**config.mk**
```make
export PLATFORM = sky130hd
export DESIGN_NAME = inv_cipher_round_sched
export DESIGN_NICKNAME = d
export VERILOG_FILES = /design/src/rtl/aes_parameters.sv /design/src/rtl/inv_cipher_round_sched.sv
export SDC_FILE = /design/constraint.sdc
export NUM_CORES = 1
export LEC_CHECK = 0
export ABC_AREA = 1
export BUFFER_PORTS_ARGS = -buffer_cell sky130_fd_sc_hd__buf_2
export CAP_MARGIN = 25
export CORE_AREA = 4 4 401 403
export CTS_BUF_LIST = sky130_fd_sc_hd__clkbuf_4 sky130_fd_sc_hd__clkbuf_8
export DETAILED_ROUTE_END_ITERATION = 6
export DIE_AREA = 0 0 405 407
export GPL_ROUTABILITY_DRIVEN = 0
export PLACE_DENSITY = 0.34
export SYNTH_ARGS = -nofsm -noshare
export SYNTH_HDL_FRONTEND = slang
export SYNTH_SLANG_ARGS = --single-unit
```
**constraint.sdc**
```tcl
create_clock -name clk -period 5.1 [get_ports clk]
set_input_delay 0.255 -clock clk [delete_from_list [all_inputs] [get_ports clk]]
set_output_delay 0.255 -clock clk [all_outputs]
set_load 0.02 [all_outputs]
```
**src/rtl/aes_parameters.sv**
```systemverilog
// Shared types and constants for the AES-256 inverse round scheduler.
package aes_parameters;

   typedef enum logic [2:0] {
      IDLE,
      ISSUE,
      WAIT,
      FINAL,
      OUT
   } sched_state_t;

   localparam int AES256_NR = 14;

endpackage

```
**src/rtl/inv_cipher_round_sched.sv**
```systemverilog
// AES-256 decrypt sequencer: loops one block NR times through two inverse round pipelines.
// Optional INV_SCHED_WATCHDOG_EN adds a WAIT timeout with a sticky wd_err output.
module inv_cipher_round_sched
   import aes_parameters::*;
#(
   parameter int NR      = AES256_NR,
   parameter int RND_LAT = 4,
   parameter int KEY_AW  = 4
) (
   input  logic              clk,
   input  logic              resetn,
   input  logic [127:0]      s_tdata,
   input  logic              s_tvalid,
   input  logic              s_tlast,
   output logic              s_tready,
   output logic [127:0]      m_tdata,
   output logic              m_tvalid,
   output logic              m_tlast,
   input  logic              m_tready,
   output logic [KEY_AW-1:0] key_rd_addr,
   input  logic [127:0]      key_rd_data,
   output logic [127:0]      first_tdata,
   output logic              first_tvalid,
   input  logic [127:0]      first_out_tdata,
   input  logic              first_out_tvalid,
   output logic [127:0]      mid_tdata,
   output logic              mid_tvalid,
   input  logic [127:0]      mid_out_tdata,
   input  logic              mid_out_tvalid,
   output logic [127:0]      rnd_key,
   output logic              busy
`ifdef INV_SCHED_WATCHDOG_EN
   ,output logic             wd_err
`endif
);

   localparam int PW = $clog2(NR + 1);

   sched_state_t      state_q, state_d;
   logic [PW-1:0]     pass_cnt;
   logic [127:0]      state_reg;
   logic              tlast_q;
   logic              rnd_strobe;
   logic [127:0]      rnd_data;
   logic              last_pass;
   logic [KEY_AW-1:0] next_key;
   logic              wd_fire;

   // Only the instance owning the current pass may advance the FSM.
   assign rnd_strobe = (pass_cnt == '0) ? first_out_tvalid : mid_out_tvalid;
   assign rnd_data   = (pass_cnt == '0) ? first_out_tdata  : mid_out_tdata;
   assign last_pass  = (int'(pass_cnt) == NR - 1);

   // Key for the following pass (key 0 after the last pass), presented a cycle early
   // so the RAM data is valid on the next issue or in FINAL.
   assign next_key   = KEY_AW'(NR - 1 - int'(pass_cnt));

   assign first_tdata = state_reg;
   assign mid_tdata   = state_reg;
   assign rnd_key     = key_rd_data;

`ifdef INV_SCHED_WATCHDOG_EN
   logic [7:0] wd_cnt;

   assign wd_fire = (state_q == WAIT) && !rnd_strobe && (wd_cnt == 8'(2 * RND_LAT - 1));

   always_ff @(posedge clk or negedge resetn) begin
      if (!resetn) begin
         wd_cnt <= '0;
         wd_err <= 1'b0;
      end else begin
         wd_cnt <= (state_q == WAIT) ? wd_cnt + 8'd1 : 8'd0;
         if (wd_fire) wd_err <= 1'b1;
      end
   end
`else
   assign wd_fire = 1'b0;
`endif

   always_comb begin
      state_d      = state_q;
      s_tready     = 1'b0;
      busy         = 1'b1;
      first_tvalid = 1'b0;
      mid_tvalid   = 1'b0;
      key_rd_addr  = '0;
      unique case (state_q)
         IDLE: begin
            s_tready    = 1'b1;
            busy        = 1'b0;
            key_rd_addr = KEY_AW'(NR);
            if (s_tvalid) state_d = ISSUE;
         end
         ISSUE: begin
            key_rd_addr = next_key;
            if (pass_cnt == '0) first_tvalid = 1'b1;
            else                mid_tvalid   = 1'b1;
            state_d = WAIT;
         end
         WAIT: begin
            key_rd_addr = next_key;
            if (rnd_strobe)   state_d = last_pass ? FINAL : ISSUE;
            else if (wd_fire) state_d = IDLE;
         end
         FINAL: state_d = OUT;
         OUT: begin
            if (m_tready) state_d = IDLE;
         end
         default: state_d = IDLE;
      endcase
   end

   always_ff @(posedge clk or negedge resetn) begin
      if (!resetn) begin
         state_q   <= IDLE;
         pass_cnt  <= '0;
         state_reg <= '0;
         tlast_q   <= 1'b0;
         m_tdata   <= '0;
         m_tvalid  <= 1'b0;
         m_tlast   <= 1'b0;
      end else begin
         state_q <= state_d;
         unique case (state_q)
            IDLE: begin
               if (s_tvalid) begin
                  state_reg <= s_tdata;
                  tlast_q   <= s_tlast;
               end
            end
            WAIT: begin
               if (rnd_strobe) begin
                  state_reg <= rnd_data;
                  pass_cnt  <= pass_cnt + 1'b1;
               end else if (wd_fire) begin
                  pass_cnt  <= '0;
               end
            end
            FINAL: begin
               m_tdata  <= state_reg ^ key_rd_data;
               m_tvalid <= 1'b1;
               m_tlast  <= tlast_q;
            end
            OUT: begin
               if (m_tready) begin
                  m_tvalid <= 1'b0;
                  pass_cnt <= '0;
               end
            end
            default: ;
         endcase
      end
   end

endmodule

```
* After elaboration in Yosys (flattened, before gate mapping)
Index checks and enable logic that the tools add are counted.
** Cells by class
- Muxes and demuxes :: 22
- Eq/ne operators :: 8
- Add/subtract/negate cells :: 2
- Bitwise gates (word level) :: 1
- Reductions and logical operators :: 11
** Operators by type and width (number)
- 2-to-1 mux 128 bit :: 3
- one-hot mux 128 bit (2 select lines) :: 1
- XOR 128 bit :: 1
- one-hot mux 4 bit (2 select lines) :: 2
- one-hot mux 3 bit (5 select lines) :: 1
- 2-to-1 mux 3 bit :: 3
- AND reduction 3 bit :: 3
- 2-to-1 mux 1 bit :: 8
- 2-to-1 mux 4 bit :: 2
- equality test 3 x 2 -> 1 bit (second input constant) :: 2
- != test 2 bit (second input constant) :: 3
- nonzero test 2 bit :: 3
- adder 4 x 1 -> 4 bit (second input constant) :: 1
- equality test 4 x 3 -> 1 bit (second input constant) :: 1
- zero test 4 bit :: 1
- AND reduction 2 bit :: 2
- subtractor 4 bit (first input constant) :: 1
- equality test 3 x 1 -> 1 bit (second input constant) :: 1
- equality test 3 bit (second input constant) :: 1
- zero test 3 bit :: 1
- 2-to-1 mux 2 bit :: 1
- one-hot mux 1 bit (2 select lines) :: 1
- OR reduction 2 bit :: 1
** Word-level totals
- Register bits :: 266
- Input port bits :: 519
- Output and inout bits :: 522
- Logic and storage cells :: 51

* Depth between registers and ports, before layout
- Word-level depth :: 4
- Mapped depth :: 11
- Gate-level depth less buffers :: 8

* Least setup slack after synthesis
OpenSTA, ideal clock, no wires.
- Path type :: register -> output
- Start point :: register state_q[2]
- End point :: output key_rd_addr[1]
- Stages on the path, launching flop included :: 9
- Buffers on the path :: 1
- Data required time :: 4.845 ns
- Slack :: 3.308 ns
- Data arrival time :: 1.537 ns
- Path through :: dfrtp_1 inv_2 nand2_1 nor2_2 inv_2 clkbuf_1 nand2_1 inv_1 o21ai_0
** On the way
- Word-level cells in the longest chain between the ends :: 3
- Elaborated cells between the ends (all ways) :: 5
- Classes of those cells :: 2 x eq/ne; 1 x mux; 2 x reduce/logical
** Ends and longest elaborated chain
- start: declaration :: RTL line inv_cipher_round_sched.sv:39 : sched_state_t state_q, state_d;
- start signal: assignment :: RTL line inv_cipher_round_sched.sv:123 : state_q <= state_d;
- equality test 3 x 2 -> 1 bit or equality test 3 x 1 -> 1 bit (tied branches) :: RTL line inv_cipher_round_sched.sv:87 : unique case (state_q)
- OR reduction 2 bit (no source line)
- one-hot mux 4 bit (2 select lines) (*) :: RTL line inv_cipher_round_sched.sv:87
- end: declaration :: RTL line inv_cipher_round_sched.sv:20 : output logic [KEY_AW-1:0] key_rd_addr,
Mark *: on every way between the ends. The rest lies on a longest branch, timed or not.

* Worst setup path in the final report
- Start point :: register pass_cnt[0]
- End point :: register state_reg[101], in the netlist first_tdata[101]
** On the way
- Word-level cells in the longest chain between the ends :: 4
- Elaborated cells between the ends (all ways) :: 7
- Classes of those cells :: 1 x eq/ne; 4 x mux; 2 x reduce/logical
** Ends and longest elaborated chain
- start: declaration :: RTL line inv_cipher_round_sched.sv:40 : logic [PW-1:0] pass_cnt;
- start signal: assignment :: RTL line inv_cipher_round_sched.sv:134 : pass_cnt <= pass_cnt + 1'b1;
- zero test 4 bit (*) :: RTL line inv_cipher_round_sched.sv:50, inv_cipher_round_sched.sv:51
- 2-to-1 mux 128 bit or 2-to-1 mux 1 bit (tied branches) :: RTL line inv_cipher_round_sched.sv:51, inv_cipher_round_sched.sv:50
- 2-to-1 mux 128 bit or != test 2 bit (tied branches)
- one-hot mux 128 bit (2 select lines) or AND reduction 3 bit (tied branches)
- end signal: assignment :: RTL line inv_cipher_round_sched.sv:127 : state_reg <= s_tdata;
- end signal: assignment :: RTL line inv_cipher_round_sched.sv:133 : state_reg <= rnd_data;
- end: declaration :: RTL line inv_cipher_round_sched.sv:41 : logic [127:0] state_reg;
Mark *: on every way between the ends. The rest lies on a longest branch, timed or not. The select of a mux whose other input is x is not followed.
A chain may end at the register's enable or synchronous reset.

==> flow_summary.yaml <==
worst_setup_path:
  critPathTopFamily: "buffers and inverters"
  crit_chain: "inv_1 -> ha_4 -> buf_4 -> nand2_4 -> buf_12 -> nand2_1 -> nand3_1 -> dlygate4sd3_1 -> nand2_1 -> dlygate4sd3_1 -> nand3_1 -> nand2_1"
  cp.buffers_inverters: 5
  slowest_delay_ps: 560
  r2r_setup_slack_ps: 1560
  critical_path_class: "reg -> reg"
  cp-endpoint: "first_tdata[101]"
  worst_path_most_repeated_cell: "nand2_1"
  cpMaxStageDelayCell: "dlygate4sd3_1"
  worstSetupStartpoint: "pass_cnt[0]"
  rr_startpoint: "pass_cnt[0]"
  required_ps: 5690
  rr_worst_depth: 12
  arrival_ps: 4130
  cp.depth: 12
  cp-end-kind: "flip-flop"
  crit_fanout: 129
  startpoint_type: "flip-flop"
  r2r_end: "first_tdata[101]"
sta:
  min_period_over_period: 0.695
  setup_viol: 0
  maxSlewViolCount: 0
  tns_ps: 0
  tightest_slew_ps: 1050
  min_period_ps: 3540
  max_freq_mhz: 282
  rsz0062_at_grt: "no"
  slew_headroom: 0.300
  finalClockSkew_ps: 35.3
  finalHoldViolations: 0
layout:
  fin_nets: 3914
  seq_area_um2: 6660
  most-common-layout-cells: "buf_2 (1039), nand2_1 (795), dlygate4sd3_1 (382)"
  multi_input_comb_area_um2: 7280
  fill_cells: 18200
  syn_to_final_growth_pct: 62.0
  layout-drive-gt1-share: 0.342
  final_common_cell: "buf_2"
yosys:
  netlist_top_cells_area: "dfrtp_1 (39%), nand2_1 (18%), buf_4 (12%)"
  synth-compound-area-share: 0.0403
  netlist_instances: 2281
  synth.yosys.seq_area_share: 0.391
  post-synth-top-area-cell: "dfrtp_1"
  synth-adder-area-share: 0.00368
  ys.warnings.count: 0
  synth_top_family_by_area: "simple AND/OR/NAND/NOR gates"
  synth_xor_area_frac: 0.0675
  syn_nets: 2805
  netlist.area_leader.share: 0.391
  synth_cell_types: 21
  synth_mux_area_frac: 0
  avgSynthCellArea_um2: 7.46
  synthSimpleGateAreaFrac: 0.314
  syn_area_um2: 17000
  ys_ff_latch: 266
hold_path:
  hp-class: "in -> reg"
place:
  dp_hpwl_um: 89700
  port_buffers: 1040
drt:
  wl_per_cell_um: 21.0
  drc: 0
  drtIter0Drc: 1012
  first_pass_iters: 5
  viasPerCell: 3.53
  ant_nets: 0
  wirelength_um: 116000
  via_count: 19400
grt:
  grt_pass1_wl_um: 155000
  antenna_found_initial: 38
  grt_start_max_net_pins: 164
  grt_overflow: 0
  grt_use_total: 0.133
  grt_pass1_vias: 19700
clock_tree:
  clk_pin_slew_ps: 70
  cts_setup_buffers: 0
  htree_levels: 2
  root_buffer: "clkbuf_8"
  cts.sinks: 266
  cts_tree: "yes"
  post_cts_resized: 0
  cts_buffers: 60
  clk_latency_ps: 710
  cts_buffer_depth: 3
status:
  outcome: "finished clean"
die:
  die_area_um2: 165000
  core-area_um2: 157000
  die_width_um: 405
  fp.dieH_um: 407
  initial_utilization: 0.108
  rows: 146
  io_pins: 1041
pwr:
  p_leak_uw: 0.0144
  finalPower_uw: 17600
  power_density_nw_per_um2: 641
  irDropWorstVdd_mv: 0.411
flow_run:
  max_cap_viol_count: 0
## tightest hold or removal path, delay by kind of cell
kind / cells / cell delay [ps]
simple gates: 5 / 440
buf+inv: 1 / 70
## state kept, by name (all words and copies together) (netlist names)
register / cells
first_tdata: 128
m_tdata: 128
m_tlast: 1
m_tvalid: 1
pass_cnt: 4
state_q: 3
tlast_q: 1
## metal layers
| layer | part of all wire | wire length [µm] | GRT usage | up-vias |
|---|---|---|---|---|
| met2 | 0.47 | 54000 | 0.218 | 742 |
| met4 | 0.035 | 4040 | 0.0439 | 26 |
| met5 | 0.0015 | 168 | 0 | - |
| met3 | 0.079 | 9170 | 0.0382 | 169 |
| met1 | 0.42 | 48500 | 0.167 | 9342 |
| li1 | - | - | - | 9158 |
## power by group
group	internal [µW]	total (µW)	switching, µW
clock	1390	2550	1150
sequential	3180	4580	1390
combinational	3470	10500	7050
total	8050	17600	9600
## cell families after synthesis
group                      count (synthesis)
xor gates and xnor gates                 131
adders and majority gates                  5
DFF                                      266
and+or+nand+nor                         1202
buffers and inverters                    540
AOI/OAI and AO/OA                        137
## what timing repair did
| item | in CTS | in global routing |
|---|---|---|
| endpoints found under the setup margin | 0 | 0 |
| hold buffers | 382 | 0 |
| endpoints found under the hold margin | 341 | 0 |
## metrics by stage
step | hold WS [ps] | worst slack, ps | util | cell area [µm²] | instances
after floorplan | -40.6 | 3310 | - | 17000 | 2281
after global placement | 352 | 2250 | 0.143 | 22500 | 5018
after detailed placement | 369 | 2180 | 0.143 | 22500 | 5018
after CTS | 0.183 | 1470 | 0.175 | 27500 | 5497
after global routing | 44.0 | 1260 | 0.175 | 27500 | 5500
final | 86.6 | 1560 | 0.175 | 27500 | 5509
## final cells by class
class | instances | area share
flip-flops and latches | 266 | 0.242
well taps | 2072 | 0.0941
diodes | 12 | 0.00109
inverters | 143 | 0.0199
clock inverters | 5 | 0.00109
multi-input cells | 1475 | 0.264
clock buffers | 92 | 0.0414
repair buffers | 1444 | 0.336
## worst min-delay path by stage
stage / startpoint / to / depth (start not counted)
detailed placement: resetn / m_tdata[78] / 1
floorplan: resetn / first_tdata[0] / 0
finish: first_out_tdata[61] / first_tdata[61] / 6
CTS: first_out_tdata[31] / first_tdata[31] / 6
global placement: resetn / m_tdata[80] / 1
global route: first_out_tdata[31] / first_tdata[31] / 6
## cells in the mapped netlist
cell and n:
inv_2 5, nand3_1 261, nor2_1 9, o21ai_1 16, ha_1 5, buf_2 55
o21ai_0 118, nor3_1 1, xnor2_1 129, nand3b_1 129, dfrtp_1 266, xor2_1 2
nand2_1 796, nor3_2 1, nor2_4 1, a21oi_1 3, inv_1 138, clkbuf_1 68
nor2_2 4, buf_4 269, buf_1 5
(Power assumes the default switching activity.)
